<file path="src/rtl/regfile_wb_scheduler.sv">
// Writeback arbiter and pending-load scoreboard for the integer register file.
// Optional WB_BYPASS_EN adds byp_rs1_hit/byp_rs2_hit/byp_data forwarding outputs.
module regfile_wb_scheduler #(
    parameter int DBG_STARVE_LIMIT = 8,
    parameter bit SB_EN_X0         = 1'b0
) (
    input  logic        clk,
    input  logic        rst,
    input  logic        alu_valid,
    output logic        alu_ready,
    input  logic [4:0]  alu_rd,
    input  logic [31:0] alu_data,
    input  logic        lsu_valid,
    output logic        lsu_ready,
    input  logic [4:0]  lsu_rd,
    input  logic [31:0] lsu_data,
    input  logic        dbg_valid,
    output logic        dbg_ready,
    input  logic [4:0]  dbg_rd,
    input  logic [31:0] dbg_data,
    input  logic        lsu_issue_valid,
    input  logic [4:0]  lsu_issue_rd,
    input  logic [4:0]  chk_rs1,
    input  logic [4:0]  chk_rs2,
    output logic        hazard,
    output logic        reg_write,
    output logic [4:0]  wb_rd,
    output logic [31:0] wb_data
`ifdef WB_BYPASS_EN
    ,
    output logic        byp_rs1_hit,
    output logic        byp_rs2_hit,
    output logic [31:0] byp_data
`endif
);

    localparam logic [7:0] LIM = 8'(DBG_STARVE_LIMIT);

    typedef enum logic {RR_ALU, RR_LSU} rr_t;

    rr_t         rr_q, rr_d;
    logic [7:0]  starve_q, starve_d;
    logic [31:0] pend_q, pend_d;
    logic [31:0] set_mask, clr_mask;
    logic        any_grant;
    logic [4:0]  sel_rd;
    logic [31:0] sel_data;

    always_comb begin
        alu_ready = 1'b0;
        lsu_ready = 1'b0;
        dbg_ready = 1'b0;
        if (dbg_valid && starve_q == LIM) begin
            dbg_ready = 1'b1;
        end else if (alu_valid && lsu_valid) begin
            alu_ready = (rr_q == RR_ALU);
            lsu_ready = (rr_q == RR_LSU);
        end else if (alu_valid) begin
            alu_ready = 1'b1;
        end else if (lsu_valid) begin
            lsu_ready = 1'b1;
        end else if (dbg_valid) begin
            dbg_ready = 1'b1;
        end
    end

    always_comb begin
        any_grant = 1'b1;
        sel_rd    = 5'd0;
        sel_data  = 32'd0;
        unique case (1'b1)
            alu_ready: begin
                sel_rd   = alu_rd;
                sel_data = alu_data;
            end
            lsu_ready: begin
                sel_rd   = lsu_rd;
                sel_data = lsu_data;
            end
            dbg_ready: begin
                sel_rd   = dbg_rd;
                sel_data = dbg_data;
            end
            default: any_grant = 1'b0;
        endcase
    end

    always_comb begin
        rr_d = rr_q;
        if (alu_ready) begin
            rr_d = RR_LSU;
        end else if (lsu_ready) begin
            rr_d = RR_ALU;
        end
        starve_d = starve_q;
        if (!dbg_valid || dbg_ready) begin
            starve_d = 8'd0;
        end else if (starve_q != LIM) begin
            starve_d = starve_q + 8'd1;
        end
    end

    // Set is applied after clear so a same-cycle reissue keeps the bit.
    always_comb begin
        set_mask = 32'd0;
        clr_mask = 32'd0;
        if (lsu_issue_valid && (SB_EN_X0 || lsu_issue_rd != 5'd0)) begin
            set_mask = 32'd1 << lsu_issue_rd;
        end
        if (lsu_ready) begin
            clr_mask = 32'd1 << lsu_rd;
        end
        pend_d = (pend_q & ~clr_mask) | set_mask;
    end

    always_ff @(posedge clk or posedge rst) begin
        if (rst) begin
            rr_q      <= RR_ALU;
            starve_q  <= 8'd0;
            pend_q    <= 32'd0;
            reg_write <= 1'b0;
            wb_rd     <= 5'd0;
            wb_data   <= 32'd0;
        end else begin
            rr_q     <= rr_d;
            starve_q <= starve_d;
            pend_q   <= pend_d;
            if (any_grant && sel_rd != 5'd0) begin
                reg_write <= 1'b1;
                wb_rd     <= sel_rd;
                wb_data   <= sel_data;
            end else begin
                reg_write <= 1'b0;
            end
        end
    end

    assign hazard = pend_q[chk_rs1] | pend_q[chk_rs2];

`ifdef WB_BYPASS_EN
    assign byp_rs1_hit = reg_write && (wb_rd == chk_rs1) && (chk_rs1 != 5'd0);
    assign byp_rs2_hit = reg_write && (wb_rd == chk_rs2) && (chk_rs2 != 5'd0);
    assign byp_data    = wb_data;
`endif

    // Reissue is legal only when the same rd retires on this edge.
    issue_not_pending: assert property (
        @(posedge clk) disable iff (rst)
        lsu_issue_valid |->
            (!pend_q[lsu_issue_rd] || (lsu_ready && lsu_rd == lsu_issue_rd))
    );

endmodule

</file>
<file path="config.mk">
export PLATFORM = sky130hd
export DESIGN_NAME = regfile_wb_scheduler
export DESIGN_NICKNAME = d
export VERILOG_FILES = /design/src/rtl/regfile_wb_scheduler.sv
export SDC_FILE = /design/constraint.sdc
export NUM_CORES = 1
export LEC_CHECK = 0
export BUFFER_PORTS_ARGS = -buffer_cell sky130_fd_sc_hd__buf_2
export CORE_AREA = 2 2 98 100
export DETAILED_ROUTE_END_ITERATION = 6
export DIE_AREA = 0 0 100 102
export PLACE_DENSITY = 0.79
export SKIP_CTS_REPAIR_TIMING = 1
export SLEW_MARGIN = 25
export SYNTH_ARGS = -nofsm -noshare
export SYNTH_HDL_FRONTEND = slang
export SYNTH_SLANG_ARGS = --single-unit
</file>
<file path="constraint.sdc">
create_clock -name clk -period 3.05 [get_ports clk]
set_clock_uncertainty 0.05 [all_clocks]
set_input_delay 0.4575 -clock clk [delete_from_list [all_inputs] [get_ports clk]]
set_output_delay 0.4575 -clock clk [all_outputs]
set_load 0.05 [all_outputs]
</file>
==> impl_metrics.tcl <==
set metrics [dict create \
    start_kind "register" \
    synth_edf_count 0 \
    rsz0062_at_grt "no" \
    wl_per_cell_um 19.0 \
    cp_slowest_stage_delay_ps 580 \
    crit_arrival_ps 2340 \
    antenna_found_initial 0 \
    seq_area_frac_synth 0.456 \
    hpwlAfterDp_um 10100 \
    violations "design-rule violations" \
    cp-endpoint "dbg_ready" \
    grt_overflow 0 \
    synth_top_area_frac 0.456 \
    hp-class "in -> async" \
    synthCells 389 \
    postSynth.asyncResetShare 1.00 \
    cpMaxStageDelayCell "or4b_4" \
    syn_area_um2 4330 \
    routed_wirelength_um 12700 \
    tightest_slew_ps 579 \
    fin_crit_ps 2840 \
    root_buffer "clkbuf_8" \
    htree_levels 3 \
    fin_util 0.597 \
    crit_type "reg -> out" \
    num_io_pins 174 \
    worst-path-max-fanout 37 \
    ir_worst_vdd_mv 0.316 \
    cts_tree "yes" \
    synth_most_common_cell "dfrtp_1" \
    synth.distinct_cells 42 \
    final_antenna_net_count 0 \
    routed-wl-met3_um 893 \
    status "finished, violations left" \
    vias_per_cell 6.02 \
    r2r-start "starve_q[0]" \
    finalHoldViolCount 0 \
    leakagePower_nw 2.75 \
    drt-met1-wl_um 4730 \
    grt_max_degree 42 \
    placementRows 35 \
    setup_viol 0 \
    maxUsedRoutingLayer "met4" \
    drv_slew 0 \
    worstPathCellList "or4b_4 > o32a_1 > inv_2 > buf_4 > buf_2" \
    diodes 0 \
    areaGrowthSynthToFinish_pct 25.6 \
    fmax_mhz 352 \
    worst_slack_ps 205 \
    cts_buffer_depth 2 \
    yosysTopAreaCell "dfrtp_1" \
    cts_made_buffers 9 \
    die_area_um2 10200 \
    wl_met2_um 6870 \
    setup_tns_ps 0 \
    cts.sinks 79 \
    worstPathRequired_ps 2540 \
    grt_pass1_wl_um 19900 \
    reg2reg_depth 9 \
    finalCritPeriodShare 0.933 \
    drt_pre_antenna_iters 7 \
    drc_errors 4 \
    core_area_um2 9110 \
    ys_top_cells_by_count "dfrtp_1, o21ai_0, inv_1, a222oi_1, mux2i_1" \
    clkLatencyLatePin_ps 340 \
    drt-initial-drc-count 400 \
    synth_area_leaders "dfrtp_1, mux4_2, a222oi_1, mux2i_1, o21ai_0" \
    syn_area_per_cell_um2 11.1 \
    portBuffers 173 \
    start_util 0.476 \
    clk_pin_slew_ps 80 \
    max-slew-margin-rel 0.613 \
    grt_pass1_vias 3999 \
    cap_violations 0 \
    ys_warn_count 0 \
    syn_nets 523 \
    die_height_um 102 \
    grt_use_total 0.251 \
    die_x_um 100 \
    synth-seq-cells 79 \
    finalWeightedCongestion 0.949 \
    rrSetupSlack_ps 370 \
    p_per_area_nw_per_um2 582 \
    drive_above_1_share 0.407 \
    vias 4030 \
    dp_slack_ps 286 \
    r2r-end "wb_data[23]" \
    nNetsFinal 687 \
    worst_setup_path_end_kind "primary output" \
    synth_ff_type "dfrtp_1" \
    critPathLaunch "starve_q[6]" \
]
logic make-up after synthesis:
group / after synthesis / share of synthesized area
AO/OA/AOI/OAI: 116 / 0.196
flip-flops: 79 / 0.456
buffers and inverters: 70 / 0.0676
AND/OR/NAND/NOR: 62 / 0.0794
multiplexers: 54 / 0.183
XOR/XNOR: 6 / 0.0121
adder cells (fa/ha/maj): 2 / 0.00577
report_power, final:
group | total, W | internal [W] | switching, W
Clock | 0.000693 | 0.000317 | 0.000376
Sequential | 0.00139 | 0.00124 | 0.000155
Combinational | 0.00108 | 0.000405 | 0.000680
Total | 0.00317 | 0.00196 | 0.00121
worst max-delay path: cells and delay by family (launching register included):
kind,cells,cell delay (ps)
buffers and inverters,3,760
AND/OR/NAND/NOR,1,580
AO/OA/AOI/OAI,1,240
flip-flops,1,410
placed cells by master (no fill, tap or decap), types with 10 or more instances in the layout:
cell,n
a222oi_1,35
buf_2,173
clkbuf_8,10
dfrtp_1,79
inv_1,41
mux2i_1,34
mux4_2,20
nand2_1,12
nor2_1,13
o21ai_0,49
flip-flops by register name, summed over array words and instances (netlist names):
name	flops
pend_q	32
wb_data	32
starve_q	8
wb_rd	5
reg_write	1
rr_q	1
metal layers:
metal / vias up / global-route usage
li1: 1828 / -
met5: - / 0
met3: 18 / 0.0335
met2: 206 / 0.463
met1: 1978 / 0.313
met4: 0 / 0.0674
worst min-delay path by stage:
stage	start	endpoint	slack, ps	depth (start not counted)
after floorplan	starve_q[0]	starve_q[0]	400	1
after global placement	starve_q[0]	starve_q[0]	430	1
after detailed placement	starve_q[0]	starve_q[0]	440	1
after CTS	rst	wb_data[20]	100	2
after global routing	rst	wb_data[20]	140	2
final	rst	wb_data[20]	90	2
per-stage QoR:
stage                     total power [W]  hold WS [ps]  instances  cell area (um2)
after floorplan                   0.00213           405        389             4330
after global placement            0.00245           427        653             5270
after detailed placement          0.00249           436        653             5270
after CTS                         0.00318          96.1        669             5440
after global routing              0.00333           136        669             5440
final                             0.00317          94.3        669             5440
cell type report:
class | instances | area [um2]
Sequential cell | 79 | 1980
Fill cell | 789 | 3670
Timing Repair Buffer | 179 | 923
Clock inverter | 5 | 31.3
Clock buffer | 11 | 141
Inverter | 44 | 165
Tap cell | 111 | 139
Multi-Input combinational cell | 240 | 2060
Power figures use the tool's default switching activity.
